### src/rtl/uart_tx_frame_gen.sv
// Parametrised UART transmitter: start bit, DATA_WIDTH data bits LSB-first,
// optional even/odd parity, one or two stop bits, runtime bit-time prescaler.
module uart_tx_frame_gen #(
    parameter int DATA_WIDTH     = 8,
    parameter int PRESCALE_WIDTH = 16
) (
    input  logic                      clk,
    input  logic                      rst,
    input  logic [DATA_WIDTH-1:0]     data,
    input  logic                      data_valid,
    output logic                      data_ready,
    input  logic                      parity_en,
    input  logic                      parity_type,
    input  logic                      stop2,
    input  logic [PRESCALE_WIDTH-1:0] prescale,
    output logic                      data_out,
    output logic                      busy
);

    localparam int IDX_W = (DATA_WIDTH > 1) ? $clog2(DATA_WIDTH) : 1;
    localparam logic [IDX_W-1:0] LAST_IDX = IDX_W'(DATA_WIDTH - 1);

    typedef enum logic [2:0] {
        IDLE,
        START,
        DATA,
        PARITY,
        STOP
    } state_t;

    state_t                    state;
    logic [PRESCALE_WIDTH-1:0] tick_cnt;
    logic [IDX_W-1:0]          bit_idx;
    logic                      stop_cnt;
    logic [DATA_WIDTH-1:0]     shift_reg;
    logic                      parity_bit;
    logic                      parity_en_q;
    logic                      stop2_q;
    logic [PRESCALE_WIDTH-1:0] prescale_q;

    assign data_ready = ~busy;

    // data_out is loaded with the next bit's value on the same edge the state
    // advances, so the line changes exactly at bit boundaries.
    always_ff @(posedge clk or negedge rst) begin
        if (!rst) begin
            state       <= IDLE;
            tick_cnt    <= '0;
            bit_idx     <= '0;
            stop_cnt    <= 1'b0;
            shift_reg   <= '0;
            parity_bit  <= 1'b0;
            parity_en_q <= 1'b0;
            stop2_q     <= 1'b0;
            prescale_q  <= '0;
            data_out    <= 1'b1;
            busy        <= 1'b0;
        end else begin
            case (state)
                IDLE: begin
                    data_out <= 1'b1;
                    busy     <= 1'b0;
                    tick_cnt <= '0;
                    if (data_valid) begin
                        shift_reg   <= data;
                        parity_bit  <= (^data) ^ parity_type;
                        parity_en_q <= parity_en;
                        stop2_q     <= stop2;
                        prescale_q  <= prescale;
                        state       <= START;
                        data_out    <= 1'b0;
                        busy        <= 1'b1;
                    end
                end
                default: begin
                    if (tick_cnt != prescale_q) begin
                        tick_cnt <= tick_cnt + PRESCALE_WIDTH'(1);
                    end else begin
                        tick_cnt <= '0;
                        case (state)
                            START: begin
                                state    <= DATA;
                                bit_idx  <= '0;
                                data_out <= shift_reg[0];
                            end
                            DATA: begin
                                if (bit_idx == LAST_IDX) begin
                                    stop_cnt <= 1'b0;
                                    if (parity_en_q) begin
                                        state    <= PARITY;
                                        data_out <= parity_bit;
                                    end else begin
                                        state    <= STOP;
                                        data_out <= 1'b1;
                                    end
                                end else begin
                                    bit_idx   <= bit_idx + IDX_W'(1);
                                    shift_reg <= shift_reg >> 1;
                                    data_out  <= shift_reg[1];
                                end
                            end
                            PARITY: begin
                                state    <= STOP;
                                stop_cnt <= 1'b0;
                                data_out <= 1'b1;
                            end
                            STOP: begin
                                if (stop2_q && !stop_cnt) begin
                                    stop_cnt <= 1'b1;
                                end else begin
                                    state    <= IDLE;
                                    busy     <= 1'b0;
                                    data_out <= 1'b1;
                                end
                            end
                            default: begin
                                state    <= IDLE;
                                busy     <= 1'b0;
                                data_out <= 1'b1;
                            end
                        endcase
                    end
                end
            endcase
        end
    end

endmodule

### config.mk
export PLATFORM = sky130hd
export DESIGN_NAME = uart_tx_frame_gen
export DESIGN_NICKNAME = d
export VERILOG_FILES = /design/src/rtl/uart_tx_frame_gen.sv
export SDC_FILE = /design/constraint.sdc
export NUM_CORES = 1
export LEC_CHECK = 0
export ABC_AREA = 1
export BUFFER_PORTS_ARGS = -buffer_cell sky130_fd_sc_hd__buf_4
export CAP_MARGIN = 20
export CORE_AREA = 2 2 81 98
export CTS_CLUSTER_SIZE = 20
export DETAILED_ROUTE_END_ITERATION = 10
export DIE_AREA = 0 0 83 100
export GPL_TIMING_DRIVEN = 1
export SLEW_MARGIN = 0
export SYNTH_ARGS = -nofsm -noshare
export SYNTH_HDL_FRONTEND = slang
export SYNTH_SLANG_ARGS = --single-unit
### constraint.sdc
create_clock -name clk -period 2.2 [get_ports clk]
set_input_delay 0.11 -clock clk [delete_from_list [all_inputs] [get_ports clk]]
set_output_delay 0.11 -clock clk [all_outputs]
set_load 0.02 [all_outputs]
==> flow_summary.json <==
{
  "grt_pass1_wl_um": 10060,
  "yosysTopAreaCell": "dfrtp_1",
  "syn_area_per_cell_um2": 7.698,
  "vias": 2350,
  "drt-total-wl_um": 5662,
  "finalSetupViolCount": 0,
  "synth_area_um2": 2879,
  "numCtsBuffers": 5,
  "rsz0062_at_grt": "false",
  "drtIter0Drc": 115,
  "final.period_utilization_pct": 85.13,
  "dieArea_um2": 8300,
  "switchingPower_mw": 1.480,
  "status": "completed",
  "endpoint_kind": "flop",
  "hold_viol": 0,
  "cp.required_ns": 2.43,
  "io_buffers": 32,
  "stdcell_count": 501,
  "syn_to_final_growth_pct": 13.17,
  "cts_tree": "done",
  "place.detailed.hpwl_um": 4245,
  "drv_slew": 0,
  "layout_common_cells": "nand2_1, dfrtp_1, inv_1",
  "finalSetupTns_ns": 0,
  "cts_sinks": 52,
  "place_inst": 492,
  "final_core_util_pct": 43.51,
  "ctsRootBufferMaster": "clkbuf_8",
  "worstSkewPairLatency_ns": 0.30,
  "seqPwrFrac_pct": 41.1,
  "synth_nets": 407,
  "ctsResizeCount": 0,
  "hold_path_class": "primary input to flop",
  "cts_buffer_depth": 2,
  "ios": 33,
  "reg2reg_to": "prescale_q[15]$_DFFE_PN0P_",
  "drive_gt1_share_pct": 16.38,
  "post_cts_buffers": 0,
  "seq_area_frac_synth_pct": 45.24,
  "clock_power_share_pct": 15.0,
  "fin_crit_ns": 1.873,
  "slew_headroom_pct": 56.34,
  "gp_congestion": 0.8212,
  "path_clk_slew_ns": 0.09,
  "powerDensity_nw_per_um2": 1088,
  "drv_cap": 0,
  "synth_warnings": 0,
  "hold_path_end": "prescale_q[13]$_DFFE_PN0P_",
  "cp_data_arrival_time_ns": 2.11,
  "grt_max_degree": 53,
  "nets": 441,
  "p_int_mw": 2.064,
  "p_leak_nw": 1.611,
  "diodes": 0,
  "max_slew.worst_pin.slew_ns": 0.6549,
  "die_h_um": 100,
  "drc_errors": 0,
  "ys_types": 32,
  "path_class": "flop to flop",
  "whs_path_depth": 3,
  "grt.overflow.total": 0,
  "first_pass_iters": 4,
  "vias_per_cell": 4.691,
  "syn_inst": 374,
  "min_from": "prescale[13]",
  "grt_antenna_before_repair": 0,
  "cts_hold_buf": 1,
  "rows": 35,
  "grt_usage_pct": 14.69,
  "switching_share_pct": 41.77,
  "start_kind": "flop",
  "critical_path_peak_fanout": 23,
  "max-vdd-ir-drop_uv": 526.4,
  "reg2reg_depth": 8,
  "synth_area_leaders": "dfrtp_1, nand2_1, inv_1, nor2_1, mux2i_1",
  "worst_slack_ns": 0.3272,
  "skew_ns": 0.009689,
  "ant_nets": 0,
  "power_mw": 3.544,
  "synth_seq_cells": 52,
  "fmax_mhz": 533.9,
  "mostFrequentLayoutCell": "nand2_1",
  "reg2reg_setup_slack_ns": 0.33,
  "core_um2": 7488,
  "avgRoutedWirePerCell_um": 11.30,
  "power_frac_comb_pct": 43.8,
  "htree_levels": 2,
  "die_w_um": 83,
  "r2r_start": "state[0]$_DFFE_PN0P_",
  "grt_pass1_vias": 2341,
  "post-place-ws_ns": 0.3300,
  "start_util_pct": 38.45,
  "synth_top_area_share_pct": 44.33
}
-- cells by family after synthesis --
logic type,Yosys count,share of synthesized area [%]
xor gates and xnor gates,9,2.738
buffers and inverters,58,9.518
adders and majority gates,3,1.304
and+or+nand+nor,206,30.55
muxes,7,2.434
DFF,52,45.24
AOI/OAI and AO/OA,39,8.214
-- final cells by class --
| cell class | count | area, um2 |
|---|---|---|
| clock inverter | 1 | 8.758 |
| multi-input combinational | 264 | 1303 |
| timing repair buffer | 35 | 265.3 |
| sequential | 52 | 1303 |
| inverter | 50 | 187.7 |
| clock buffer | 7 | 76.32 |
| fill | 779 | 4230 |
| tap | 92 | 115.1 |
-- worst max path at each step --
stage,slack [ns],end,from,cells past startpoint
finish,0.33,prescale_q[15]$_DFFE_PN0P_,state[0]$_DFFE_PN0P_,8
global route,0.16,shift_reg[1]$_DFFE_PN0P_,tick_cnt[9]$_DFF_PN0_,11
CTS,0.30,prescale_q[15]$_DFFE_PN0P_,state[0]$_DFFE_PN0P_,8
detailed placement,0.33,prescale_q[15]$_DFFE_PN0P_,state[0]$_DFFE_PN0P_,8
global placement,0.37,prescale_q[15]$_DFFE_PN0P_,state[0]$_DFFE_PN0P_,8
floorplan,0.73,shift_reg[1]$_DFFE_PN0P_,bit_idx[0]$_DFFE_PN0P_,9
-- layer usage --
metal | share of wire, % | up-vias | GRT usage (%)
li1 | - | 1231 | -
met1 | 45 | 1083 | 17.17
met2 | 51 | 29 | 27.98
met3 | 3.1 | 7 | 2.056
met4 | 1.3 | 0 | 4.161
met5 | 0 | - | 0
-- metrics by stage --
stage	hold slack [ns]	area, um2
global route	0.01223	3258
CTS	0.001772	3258
global placement	0.1936	3163
finish	0.007263	3258
floorplan	-0.1856	2879
detailed placement	0.1936	3163
-- cell usage after synthesis (all sizes together) --
| library cell | instances |
|---|---|
| nand3 | 12 |
| o21ai | 31 |
| buf | 8 |
| nand2 | 133 |
| o211ai | 2 |
| nor3b | 4 |
| nand3b | 4 |
| dfstp | 1 |
| xor2 | 5 |
| a21oi | 3 |
| or2 | 1 |
| nor3 | 9 |
| mux2i | 7 |
| nand4 | 3 |
| o2bb2ai | 1 |
| a31oi | 2 |
| ha | 3 |
| inv | 50 |
| nor2 | 40 |
| xnor2 | 4 |
| dfrtp | 51 |
-- power groups by stage --
stage	Sequential [mW]	Clock [mW]	Combinational, mW
global route	1.50	0.595	1.80
detailed placement	1.48	0	1.58
CTS	1.46	0.556	1.58
global placement	1.47	0	1.54
floorplan	1.45	0	1.33
finish	1.46	0.532	1.55
-- critical path, cell delays in order (launching register included) --
cell and delay [ns]:
dfrtp_1 0.48, nor2_2 0.17, nand2_2 0.26, inv_2 0.21, nand2_1 0.11, inv_1 0.08, buf_4 0.26, nand2_1 0.12
o21ai_1 0.09
(Power assumes the default switching activity.)
